`src/rtl/env_grid_step.sv`:
```
// Grid-world environment stage: moves the agent one cell per controller step and
// reports next/previous state, reward, done and per-episode statistics.
module env_grid_step #(
  parameter int GRID_W      = 3,
  parameter int START_STATE = 1,
  parameter int GOAL_STATE  = 9,
  parameter int ACT_PHASE   = 4,
  parameter int REWARD_GOAL = 10,
  parameter int REWARD_WALL = 5,
  parameter int REWARD_STEP = 1
) (
  input  logic        clk,
  input  logic        rst,
  input  logic [3:0]  controller,
  input  logic [3:0]  step,
  input  logic [1:0]  action,
  input  logic        action_valid,
  output logic [3:0]  st1,
  output logic [3:0]  st0,
  output logic [7:0]  reward,
  output logic        done,
  output logic        env_valid,
  output logic        stall,
  output logic [11:0] ep_return,
  output logic [11:0] episode_count
);

  localparam logic [3:0] GW        = 4'(GRID_W);
  localparam logic [3:0] LAST      = 4'(GRID_W - 1);
  localparam logic [3:0] START_ROW = 4'((START_STATE - 1) / GRID_W);
  localparam logic [3:0] START_COL = 4'((START_STATE - 1) % GRID_W);
  localparam logic [3:0] START_ST  = 4'(START_STATE);
  localparam logic [3:0] GOAL_ST   = 4'(GOAL_STATE);
  localparam logic [3:0] ACT_PH    = 4'(ACT_PHASE);
  localparam logic [7:0] R_GOAL    = 8'(REWARD_GOAL);
  localparam logic [7:0] R_WALL    = 8'(-REWARD_WALL);
  localparam logic [7:0] R_STEP    = 8'(-REWARD_STEP);

  logic [3:0]  row, col;
  logic [3:0]  row_n, col_n;
  logic [3:0]  st_n;
  logic        wall;
  logic [7:0]  rew_n;
  logic [12:0] acc;
  logic [11:0] ret_sat;
  logic        ep_start, sample;

  assign st1      = row * GW + col + 4'd1;
  assign done     = (st1 == GOAL_ST);
  assign ep_start = (controller == 4'd1) && (step == 4'd1);
  assign sample   = (controller == ACT_PH) && !done;

  always_comb begin
    row_n = row;
    col_n = col;
    wall  = 1'b0;
    case (action)
      2'd0: if (row == 4'd0) wall = 1'b1; else row_n = row - 4'd1;
      2'd1: if (row == LAST) wall = 1'b1; else row_n = row + 4'd1;
      2'd2: if (col == 4'd0) wall = 1'b1; else col_n = col - 4'd1;
      default: if (col == LAST) wall = 1'b1; else col_n = col + 4'd1;
    endcase
    st_n = row_n * GW + col_n + 4'd1;
    if (wall)                 rew_n = R_WALL;
    else if (st_n == GOAL_ST) rew_n = R_GOAL;
    else                      rew_n = R_STEP;
  end

  // Sign-extended add with clamp to the 12-bit signed range.
  always_comb begin
    acc = {ep_return[11], ep_return} + {{5{rew_n[7]}}, rew_n};
    case (acc[12:11])
      2'b01:   ret_sat = 12'h7FF;
      2'b10:   ret_sat = 12'h800;
      default: ret_sat = acc[11:0];
    endcase
  end

  always_ff @(posedge clk) begin
    if (rst) begin
      row           <= START_ROW;
      col           <= START_COL;
      st0           <= START_ST;
      reward        <= 8'd0;
      env_valid     <= 1'b0;
      stall         <= 1'b0;
      ep_return     <= 12'd0;
      episode_count <= 12'd0;
    end else begin
      env_valid <= 1'b0;
      stall     <= 1'b0;
      if (ep_start) begin
        row           <= START_ROW;
        col           <= START_COL;
        st0           <= START_ST;
        reward        <= 8'd0;
        ep_return     <= 12'd0;
        episode_count <= episode_count + 12'd1;
      end else if (sample) begin
        st0       <= st1;
        env_valid <= 1'b1;
        if (action_valid) begin
          row       <= row_n;
          col       <= col_n;
          reward    <= rew_n;
          ep_return <= ret_sat;
        end else begin
          reward <= 8'd0;
          stall  <= 1'b1;
        end
      end
    end
  end

endmodule
```
`config.mk`:
```
export PLATFORM = sky130hd
export DESIGN_NAME = env_grid_step
export DESIGN_NICKNAME = d
export VERILOG_FILES = /design/src/rtl/env_grid_step.sv
export SDC_FILE = /design/constraint.sdc
export NUM_CORES = 1
export LEC_CHECK = 0
export ABC_AREA = 1
export ABC_CLOCK_PERIOD_IN_PS = 9210
export CAP_MARGIN = 20
export CORE_AREA = 4 4 81 83
export CTS_BUF_LIST = sky130_fd_sc_hd__clkbuf_8
export DETAILED_ROUTE_END_ITERATION = 16
export DIE_AREA = 0 0 85 87
export GPL_TIMING_DRIVEN = 0
export PLACE_DENSITY_LB_ADDON = 0.08
export SETUP_SLACK_MARGIN = 0.15
export SYNTH_ARGS = -nofsm -noshare
export SYNTH_HDL_FRONTEND = slang
export SYNTH_SLANG_ARGS = --single-unit
```
`constraint.sdc`:
```
create_clock -name clk -period 9.21 [get_ports clk]
set_input_delay 2.3025 -clock clk [delete_from_list [all_inputs] [get_ports clk]]
set_output_delay 2.3025 -clock clk [all_outputs]
set_load 0.005 [all_outputs]
```
# After elaboration in Yosys (flattened, before gate mapping)
# Cells that the tools add are included.
# Widths: inputs -> output; s select.
[totals]
reg_bits = 46
[classes]
n_mux = 17
n_mul = 2
reduce_logical = 10
n_eq_ne = 11
add_sub_neg = 10
bitwise_logic = 1
[op_table]
columns = ["cell", "count"]
rows = [
  ["$mux 8", 3],
  ["$pmux 12 s2", 1],
  ["$add 4x1->4 const B", 4],
  ["$mux 4", 4],
  ["$pmux 4 s2", 2],
  ["$add 12x8->13", 1],
  ["$add 12x1->12 const B", 1],
  ["$add 4x4->4", 2],
  ["$eq 4x1->1 const B", 2],
  ["$eq 4x2->1 const B", 2],
  ["$eq 4x4->1 const B", 2],
  ["$logic_not 4->1", 2],
  ["$mul 4x2->4 const B", 2],
  ["$sub 4x1->4 const B", 2],
  ["$mux 1", 6],
  ["$eq 2x1->1 const B", 2],
  ["$eq 2x2->1 const B", 2],
  ["$eq 4x3->1 const B", 1],
  ["$reduce_or 2->1", 2],
  ["$pmux 1 s3", 1],
  ["$reduce_or 3->1", 1],
  ["$logic_and 1x1->1", 2],
  ["$logic_not 2->1", 1],
  ["$reduce_and 2->1", 1],
  ["other kinds (2)", 2],
]

# Depth between registers and ports, before layout
[logic_depth]
word_depth = 12
depth_mapped = 41
mapped_depth_nobuf = 41

# Worst setup path after synthesis
# OpenSTA, ideal clock, no wires.
[synth_timing]
path_type = "input to register"
startpoint = "in action[0]"
endpoint = "reg ep_return[5]"
path_stages = 40
required_time_ps = 9114
arrival_time_ps = 6995
setup_ps = 96
setup_slack_ps = 2120
path_cell_list = "inv_1 nor2_2 inv_2 nor2_1 inv_1 nand2_1 o221ai_1 fa_1 inv_1 ha_1 nand3_1 nand3_1 nand2_1 nand2_1 inv_1 nand2_1 nand2_2 nand2_2 [... 4 more ...] inv_1 nor2_1 inv_1 nand2_1 a21oi_1 nand2_1 nand2_1 nor2_1 nand3_2 nand3_2 nand2_2 a22oi_2 inv_2 ha_1 inv_1 a21oi_1 buf_2 a221oi_1"
[synth_between]
elab_chain_cells = 11
word_cells_on_any_way = 17
cone_classes = "add/sub: 3; mul: 1; eq/ne: 5; mux: 6; reduce/logical: 2"
[synth_lines]
columns = ["item", "line_no", "rtl"]
rows = [
  ["from (decl)", "16", "input logic [1:0] action,"],
  ["$eq 2x1->1 / $logic_not 2->1 (equally long branches)", "57", "case (action)"],
  ["$pmux 4 s2 / $reduce_or 2->1 (equally long branches)", "n/a", ""],
  ["$mul 4x2->4 / $pmux 4 s2 (equally long branches)", "63, 57", ""],
  ["$add 4x4->4", "63", "st_n = row_n * GW + col_n + 4'd1;"],
  ["$add 4x1->4", "63", ""],
  ["$eq 4x4->1", "65", "else if (st_n == GOAL_ST) rew_n = R_GOAL;"],
  ["$mux 8", "65", ""],
  ["$mux 8 *", "64", "if (wall) rew_n = R_WALL;"],
  ["$add 12x8->13 *", "71", "acc = {ep_return[11], ep_return} + {{5{rew_n[7]}}, rew_n};"],
  ["$eq 2x2->1 / $eq 2x1->1 (equally long branches)", "72", "case (acc[12:11])"],
  ["$pmux 12 s2 *", "72", ""],
  ["to (signal assigned)", "106", "ep_return <= ret_sat;"],
  ["to (decl)", "24", "output logic [11:0] ep_return,"],
]
# Mark *: on every way between the ends. The rest lies on a longest branch, timed or not.
# A chain may end at the register's enable or synchronous reset.

# Worst setup path after layout
[layout_timing]
startpoint = "in action[0]"
endpoint = "reg ep_return[6]"
# The elaborated chain is that of the path after synthesis.

==> summary.md <==
| Metric | Value |
|---|---|
| Final core utilization | `~67%` |
| Power Density | `approximately 140 nW/µm²` |
| Die Span Y | `87 µm` |
| Leakage | `1.80 nW` |
| Worst slew margin relative to its limit | `49.9%` |
| RSZ-0062 raised after global routing | `false` |
| Wire length of the first global-routing pass | `13.1 mm` |
| Sequential share of the synthesized area | `between 20% and 30%` |
| Largest net degree at the start of global routing | `15` |
| Yosys cell types | `44` |
| Cell Area, Synth | `3130 µm²` |
| CP Launch Type | `input pin` |
| 1st-iter DRT viols | `112` |
| Rows | `28` |
| Ys Warns | `0` |
| Max Transition Viols Final | `0` |
| Num CTS Buffers | `5` |
| Post-synth EDFFs | `0` |
| Initial antenna violation count | `0` |
| CP max stage cell | `fa_1` |
| H-tree depth | `2` |
| Area share of the largest cell type after synthesis | `around a quarter` |
| Synthesized Nets | `between 400 and 500` |
| CP max FO | `10` |
| Post-CTS Repair Setup Buffers | `0` |
| Register bit total from synthesis | `41` |
| Fin crit share | `between 80% and 90%` |
| Max-cap violations | `0` |
| Max VDD drop | `slightly above 0.08 mV` |
| Clk sinks | `41` |
| Post-synth top area cell | `dfxtp_1` |
| Gate Count Post-Synth | `449` |
| DR WL/cell | `around 13 µm` |
| FMAX | `122 MHz` |
| Vias in the first global route | `between 2k and 3k` |
| Antenna cells | `0` |
| Top-count cell post-synth | `nand2_1` |
| Final Hold Vio Count | `0` |
| Top_reg_cell synth | `dfxtp_1` |
| Clk slew on worst S/H paths | `roughly 90 ps` |
| Port bufs | `54` |
| Max incr delay on CP | `610 ps` |
| Tmin final | `8210 ps` |
| Share of layout cells above drive strength 1 | `a little under an eighth` |
| Hold_buf cts | `0` |
| Synth top area cells | `dfxtp_1 (26%), ha_1 (10%), nand2_1 (9.3%)` |
| Die area | `roughly 7400 µm²` |
| Initial Util | `a little over half` |
| Final net count | `between 500 and 600` |
| Grt ovf | `0` |
| CP Capture Type | `flop` |
| CP arrival | `about 8400 ps` |
| Detailed Place HPWL | `5.96 mm` |
| CTS tree | `done` |
| WL final | `just under 8 mm` |
| Status | `finished clean` |
| Deepest clock path buffer count | `2` |
| DRT Pass-1 Iters | `5` |
| Post-CTS sizing | `0` |
| Area Growth Syn to Fin | `24.7%` |
| Clk_skew | `5.55 ps` |
| Gr usage total | `21.5%` |
| HP Class | `flop to flop` |
| Routed via count | `a little over 3k` |
| Vias per cell | `5.27` |
| Clk Tree Root Cell | `clkbuf_8` |
| Final antenna-violating net count | `0` |
| DR DRC count | `0` |
| Synth cell count leaders | `nand2_1 (78), inv_1 (67), dfxtp_1 (41)` |
| Clk Latency, worst-skew pair | `~300 ps` |
| Post-synth ARST share | `0%` |
| Slew @ Worst Pin | `around 750 ps` |
| Top Ports | `56` |
| Crit Path Category | `input pin to flop` |
| Most used cell, CP | `nand2_1` |
| Setup TNS | `0 ps` |
| Core area | `between 5000 and 6000 µm²` |
| Gpl congestion | `approximately 0.9` |
| Die Width | `about 85 µm` |
| CP Data Required Time | `about 9400 ps` |
| Final setup fails | `0` |
| Avg Inst Size Synth | `between 6 and 7 µm²` |
[worst max-delay path, delay by kind of cell]
family / cells / cell delay (ps)
adder cells (fa/ha/maj): 4 / 1650
AO/OA/AOI/OAI: 6 / 1240
buffers and inverters: 9 / 1330
AND/OR/NAND/NOR: 19 / 1890
[worst paths after layout]
kind / startpoint / end / slack [ps] / cells after the start
max: action[0] / ep_return[6]$_SDFFE_PP0P_ / 1000 / 38
min: episode_count[11]$_SDFFE_PP0P_ / episode_count[11]$_SDFFE_PP0P_ / 470 / 2
max reg2reg: row[0]$_SDFFE_PP0P_ / ep_return[6]$_SDFFE_PP0P_ / 2780 / 38
min reg2reg: episode_count[11]$_SDFFE_PP0P_ / episode_count[11]$_SDFFE_PP0P_ / 470 / 2
[kinds of logic (layout without fill, tap and decap cells)]
group	Yosys count	after routing	synth area share, %
AOI/OAI and AO/OA	88	88	15.9
xor gates and xnor gates	8	8	2.24
adders and majority gates	31	31	13.8
buffers and inverters	89	151	11.9
DFF	41	41	26.2
and+or+nand+nor	192	192	29.9
[layout make-up]
cell class	instances	area [µm²]
Buffer	14	91.3
Clock buffer	5	68.8
Clock inverter	3	68.8
Fill cell	520	1950
Inverter	75	282
Multi-Input combinational cell	319	1940
Sequential cell	41	821
Tap cell	75	93.8
Timing Repair Buffer	54	541
[state kept, by name, indices dropped and copies added, names as in the netlist]
register and count:
ep_return 12, col 4, row 4, st0 4
reward 3, episode_count 12, stall 1, env_valid 1
[cells in the final DEF (no fill, tap or decap), drive strengths merged, types with 8 or more instances in the layout]
master	count
a21oi	39
buf	11
clkbuf	8
clkdlybuf4s50	54
dfxtp	41
ha	25
inv	75
nand2	96
nand3	34
nand4	9
nor2	34
o21ai	33
[per-stage QoR]
step | area (µm²) | hold WS (ps) | worst slack (ps) | std cells | total power, mW
2_1_floorplan | 3130 | 455 | 2120 | 449 | 0.319
6_report | 3900 | 466 | 1000 | 586 | 0.542
4_1_cts | 3900 | 473 | 1010 | 586 | 0.545
3_3_place_gp | 3770 | 451 | 779 | 578 | 0.359
5_1_grt | 3900 | 516 | 243 | 586 | 0.576
3_5_place_dp | 3770 | 460 | 709 | 578 | 0.365
[layer usage]
| metal | up-vias | GRT usage (%) | routed length, µm |
|---|---|---|---|
| met2 | 96 | 36.7 | 3530 |
| met5 | - | 0 | 0 |
| li1 | 1598 | - | - |
| met1 | 1390 | 27.7 | 3550 |
| met4 | 0 | 6.62 | 83 |
| met3 | 7 | 3.69 | 543 |
[power breakdown]
part / internal, mW / leakage (nW) / switching [mW]
Combinational: 0.0698 / 1.40 / 0.109
Clock: 0.109 / 0.0687 / 0.0703
Sequential: 0.180 / 0.331 / 0.00357
Total: 0.359 / 1.80 / 0.183
No activity file was read; power rests on OpenSTA's default activity.
